$ cat config.mk
export PLATFORM = sky130hd
export DESIGN_NAME = adder_seq_ctrl
export DESIGN_NICKNAME = d
export VERILOG_FILES = /design/src/rtl/adder_seq_ctrl.sv
export SDC_FILE = /design/constraint.sdc
export NUM_CORES = 1
export LEC_CHECK = 0
export CAP_MARGIN = 20
export CORE_ASPECT_RATIO = 1.25
export CORE_MARGIN = 4
export CORE_UTILIZATION = 51
export DETAILED_ROUTE_END_ITERATION = 16
export GPL_TIMING_DRIVEN = 0
export HOLD_SLACK_MARGIN = 0.03
export PLACE_DENSITY = 0.83
export SYNTH_ARGS = -nofsm -noshare
export SYNTH_HDL_FRONTEND = slang
export SYNTH_SLANG_ARGS = --single-unit
$ cat constraint.sdc
create_clock -name clk -period 5.1 [get_ports clk]
set_clock_uncertainty 0.2 [all_clocks]
set_input_delay 0.51 -clock clk [delete_from_list [all_inputs] [get_ports clk]]
set_output_delay 0.51 -clock clk [all_outputs]
set_load 0.01 [all_outputs]
$ cat src/rtl/adder_seq_ctrl.sv
// adder_seq_ctrl: wide add/subtract built by walking one shared 8-bit ripple
// slice over the operand, LSB slice first, with the inter-slice carry held in
// a register. Operands are latched on the accepting edge. The result,
// carry-out and signed overflow are presented with a one-cycle done pulse.

// adder_8_bit: plain 8-bit ripple-carry adder slice.
module adder_8_bit (
  input  logic [7:0] a,
  input  logic [7:0] b,
  input  logic       cin,
  output logic [7:0] s,
  output logic       cout
);

  // Ripple the carry bit by bit through the slice.
  always_comb begin : ripple
    logic c_v;
    c_v = cin;
    s   = 8'd0;
    for (int i = 0; i < 8; i++) begin
      s[i] = a[i] ^ b[i] ^ c_v;
      c_v  = (a[i] & b[i]) | (c_v & (a[i] ^ b[i]));
    end
    cout = c_v;
  end

endmodule

module adder_seq_ctrl #(
  parameter int WORDS = 4
) (
  input  logic                 clk,
  input  logic                 rst_n,
  input  logic                 start,
  input  logic                 sub,
  input  logic [8*WORDS-1:0]   a,
  input  logic [8*WORDS-1:0]   b,
  output logic                 ready,
  output logic                 done,
  output logic [8*WORDS-1:0]   result,
  output logic                 cout,
  output logic                 overflow
);

  localparam int W     = 8 * WORDS;
  localparam int IDX_W = $clog2(WORDS);
  localparam logic [IDX_W-1:0] LAST_IDX = IDX_W'(WORDS - 1);

  typedef enum logic [1:0] {
    ST_IDLE = 2'd0,
    ST_RUN  = 2'd1,
    ST_DONE = 2'd2
  } state_t;

  state_t           state_r;
  state_t           state_nx_s;
  logic             accept_s;
  logic             step_s;

  logic [W-1:0]     opa_r;
  logic [W-1:0]     opb_r;
  logic [W-1:0]     result_r;
  logic [IDX_W-1:0] idx_r;
  logic             cy_r;

  logic [IDX_W+2:0] bit_off_s;
  logic [7:0]       slice_a_s;
  logic [7:0]       slice_b_s;
  logic [7:0]       slice_sum_s;
  logic             slice_c_s;

  // Bit offset of the active slice is idx*8, formed by concatenation so the
  // index is exactly as wide as the operand needs.
  assign bit_off_s = {idx_r, 3'b000};

  // Operand mux: select the active 8-bit slice of each latched operand.
  always_comb begin
    slice_a_s = opa_r[bit_off_s +: 8];
    slice_b_s = opb_r[bit_off_s +: 8];
  end

  adder_8_bit u_slice (
    .a    (slice_a_s),
    .b    (slice_b_s),
    .cin  (cy_r),
    .s    (slice_sum_s),
    .cout (slice_c_s)
  );

  // State register.
  always_ff @(posedge clk) begin
    if (!rst_n) begin
      state_r <= ST_IDLE;
    end else begin
      state_r <= state_nx_s;
    end
  end

  // Next-state logic and per-cycle datapath strobes.
  always_comb begin
    state_nx_s = state_r;
    accept_s   = 1'b0;
    step_s     = 1'b0;
    case (state_r)
      ST_IDLE: begin
        if (start) begin
          accept_s   = 1'b1;
          state_nx_s = ST_RUN;
        end else begin
          state_nx_s = ST_IDLE;
        end
      end
      ST_RUN: begin
        step_s = 1'b1;
        if (idx_r == LAST_IDX) begin
          state_nx_s = ST_DONE;
        end else begin
          state_nx_s = ST_RUN;
        end
      end
      ST_DONE: begin
        state_nx_s = ST_IDLE;
      end
      default: begin
        state_nx_s = ST_IDLE;
      end
    endcase
  end

  // Datapath: latch operands on accept, then write one slice per RUN cycle.
  // Subtraction is folded in here: B is inverted and the carry seeded with 1.
  always_ff @(posedge clk) begin
    if (!rst_n) begin
      opa_r    <= {W{1'b0}};
      opb_r    <= {W{1'b0}};
      result_r <= {W{1'b0}};
      idx_r    <= {IDX_W{1'b0}};
      cy_r     <= 1'b0;
    end else if (accept_s) begin
      opa_r    <= a;
      opb_r    <= b ^ {W{sub}};
      result_r <= {W{1'b0}};
      idx_r    <= {IDX_W{1'b0}};
      cy_r     <= sub;
    end else if (step_s) begin
      result_r[bit_off_s +: 8] <= slice_sum_s;
      cy_r                     <= slice_c_s;
      if (idx_r != LAST_IDX) begin
        idx_r <= idx_r + IDX_W'(1);
      end else begin
        idx_r <= idx_r;
      end
    end else begin
      opa_r    <= opa_r;
      opb_r    <= opb_r;
      result_r <= result_r;
      idx_r    <= idx_r;
      cy_r     <= cy_r;
    end
  end

  // Handshake outputs are pure decodes of the state register.
  assign ready  = (state_r == ST_IDLE);
  assign done   = (state_r == ST_DONE);
  assign result = result_r;

  // The carry register holds the final MSB-slice carry from DONE until the
  // next accept, so it doubles as cout.
  assign cout = cy_r;

  // Signed overflow: operands (as actually added) agree in sign but the
  // result does not.
  assign overflow = (opa_r[W-1] == opb_r[W-1]) && (result_r[W-1] != opa_r[W-1]);

endmodule

==> results.tsv <==
metric	value	unit
met3 Use GR	0.0326	
# IOs	104	
highest clock frequency the design can meet	0.213	GHz
switching fraction of total power	0.262	
global route hottest layer	met2	
Longest Clk Path Bufs	2	
synth unique cells	35	
cell-internal power	1.37	mW
flip-flop and latch count after synthesis	101	
Detailed Routing Iterations Pass 1	5	
Mapped Nets	593	
Starting DRT DRC Count	283	
fraction of the yosys area taken by sequential cells	0.418	
overall track demand over capacity in global routing	0.231	
kind of start point of the critical path	flop	
clock tree from TritonCTS	done	
number of antenna repair diodes	0	
share of synthesized registers carrying an async set or reset	0	
Slew @ Worst Pin	0.651	ns
count of vias placed by the detailed router	4153	
type of the worst min-delay path	reg2reg	
classification of the worst setup path	reg2reg	
Seq pwr share	0.459	
Cell Pwr Density	295	mW/mm^2
max-capacitance violation count	0	
Pleak	2.51	nW
final routed wirelength across all metal layers	12400	um
total DRC errors in the routed layout	0	
logic depth of the worst register-to-register path	16	
CP Cell Sequence	clkbuf_1 -> mux4_2 -> inv_1 -> fa_1 -> fa_1 -> inv_1 -> fa_1 -> fa_1 -> inv_1 -> fa_1 -> inv_1 -> fa_1 -> inv_1 -> fa_1 -> or4_4 -> a21oi_2	
number of slew-limit violations in the final report	0	
pin count of the biggest net entering global routing	18	
number of nets with antenna violations after routing	0	
first-pass GRT wire length	19600	um
Die Width	95.2	um
final period utilization	0.922	
final core utilization	0.685	
cell taking the most area after synthesis	dfxtp_1	
tightest slew margin relative to the limit	0.564	
required time of the worst setup path	5.18	ns
Hold Path Depth	2	
Mapped Avg Cell Area	9.48	sq um
count of warnings emitted by yosys	0	
Post-synth EDFFs	0	
number of sinks driven by the clock tree	101	
run status	complete, no violations	
Synth Cell Area	0.00484	sq mm
clock insertion delay at the later pin of the skew report	0.34	ns
CP max FO	9	
number of hold violations in the final report	0	
Slowest Stage Delay on Critical Path	0.56	ns
share of the synthesized area in the top cell type	0.418	
full die area	0.0111	sq mm
relative contribution of the clock network to total power	0.366	
CTS root buffer	clkbuf_16	
# hold bufs at CTS	0	
CP most frequent cell	fa_1	
fraction of layout instances using a drive strength above 1	0.100	
starting utilization of the core area	0.525	
grt met1 use	0.264	
Net count, final	706	
Core Footprint	0.00922	sq mm
cell area after placement	0.00602	sq mm
met2 layer usage reported by global route	0.411	
clock slew at reported path FFs	0.07	ns
critical path capture point type	flop	
post-CTS setup buffer count	0	
cell area after layout	0.00631	sq mm
Tot Pwr	1.86	mW
total negative setup slack	0	ns
setup violation total in the final timing report	0	
initial antenna violation count	0	
combinational group share of total power	0.175	
Overflow after GRT	0	
Resized Gates After CTS	0	
prevailing post-synth register cell	dfxtp_1	
post-layout minimum cycle time	4.70	ns
highest-delay cell along the critical path	or4_4	
synthesized instance count	511	
die span in y	117	um
port bufs	102	
vias in the first global route	4111	
Max H-tree Level	3	
detailed placer's ending HPWL	9570	um
Wirelength per Cell	16.5	um
GPL Wtd Cong	0.866	
worst supply voltage drop on vdd	186	uV
clock buffer count from CTS	9	
RSZ-0062 raised after global routing	false	
critical path arrival	4.78	ns
via/cell ratio	5.52	
floorplan row count	39	
Area contributors post-synth	dfxtp_1 42%, nand2_1 9.8%, mux4_2 7.4%	
Syn-to-layout area delta	30.4	%
switching power	0.487	mW
## worst max-delay path: cells and delay by family, from the launching register on
family	cells	cell delay, ns
multiplexers	1	0.42
flip-flops	1	0.38
AO/OA/AOI/OAI	1	0.13
AND/OR/NAND/NOR	1	0.56
adder cells (fa/ha/maj)	7	2.11
buffers and inverters	6	0.82
## state kept, by name, indices dropped and copies added (netlist names)
name	flops
cout	1
idx_r	2
opa_r	32
opb_r	32
result	32
state_r	2
## cells by family (layout without fill, tap and decap cells)
kind of cell,after synthesis,count (layout),share of synthesized area
simple gates,187,187,0.184
flops,101,101,0.418
compound gates,99,99,0.158
buf+inv,60,178,0.0561
xor+xnor,33,33,0.0597
mux,17,17,0.0765
fa+ha+maj,14,14,0.0486
## routing by layer
| metal | up-vias | wire [um] |
|---|---|---|
| met5 | - | 0 |
| met2 | 156 | 6430 |
| met3 | 35 | 841 |
| met1 | 1979 | 4620 |
| met4 | 0 | 535 |
| li1 | 1983 | - |
## synthesized netlist by cell type, drive strengths merged (2+ instances only)
library cell and n:
nand2 128, dfxtp 101, xnor2 33, a21boi 32
o211a 32, a21oi 29, clkbuf 22, buf 21
inv 17, mux4 16, nor2 14, nand4 12
nand4b 12, fa 8, ha 6, nor3b 5
a32oi 4, nand3b 4, or4 4, nor2b 3
and3 2
## worst paths after layout
kind                           start                 endpoint  slack (ns)
max            idx_r[1]$_SDFFE_PP0P_   result[6]$_SDFFE_PP0P_        0.40
min          result[13]$_SDFFE_PP0P_  result[13]$_SDFFE_PP0P_        0.25
max reg2reg    idx_r[1]$_SDFFE_PP0P_   result[6]$_SDFFE_PP0P_        0.40
min reg2reg  result[13]$_SDFFE_PP0P_  result[13]$_SDFFE_PP0P_        0.25
## layout make-up
cell class              count  area (sq um)
repair buffers            102          1020
fillers                   686          2910
plain buffers              43           208
clock inverters             7          72.6
flip-flops and latches    101          2020
well taps                 123           154
clock buffers               9           225
multi-input cells         350          2550
inverters                  17          63.8
## per-stage QoR
stage,setup slack (ns),std cells,hold WS [ns]
2_1_floorplan,0.823,511,0.240
3_3_place_gp,0.468,736,0.241
3_5_place_dp,0.442,736,0.248
4_1_cts,0.417,752,0.258
5_1_grt,0.232,752,0.273
6_report,0.398,752,0.254
## placed cells by master, fill, tap and decap left out, types with 2 or more instances in the layout
cell type / instances
buf_4: 3
a21oi_1: 27
nand4b_1: 12
xnor2_1: 33
clkinv_2: 2
o211a_1: 32
buf_2: 15
ha_1: 6
a32oi_1: 4
or4_4: 2
fa_1: 8
dfxtp_1: 101
inv_6: 2
nor2b_1: 3
a21oi_2: 2
buf_6: 2
nand4_1: 12
clkinvlp_4: 2
nor3b_2: 2
nor3b_1: 3
or4_1: 2
clkdlybuf4s50_1: 102
clkbuf_16: 9
a21boi_0: 32
clkbuf_1: 21
nand2_1: 127
nand3b_1: 4
nor2_1: 14
mux4_2: 16
and3_1: 2
inv_1: 17
## power by group through the flow
| stage | combinational [mW] | clock [mW] | sequential (mW) |
|---|---|---|---|
| after global routing | 0.353 | 0.720 | 0.859 |
| after CTS | 0.324 | 0.686 | 0.854 |
| after global placement | 0.314 | 0 | 0.869 |
| after detailed placement | 0.322 | 0 | 0.872 |
| after floorplan | 0.196 | 0 | 0.864 |
| final | 0.325 | 0.681 | 0.855 |
(Power assumes the default switching activity.)
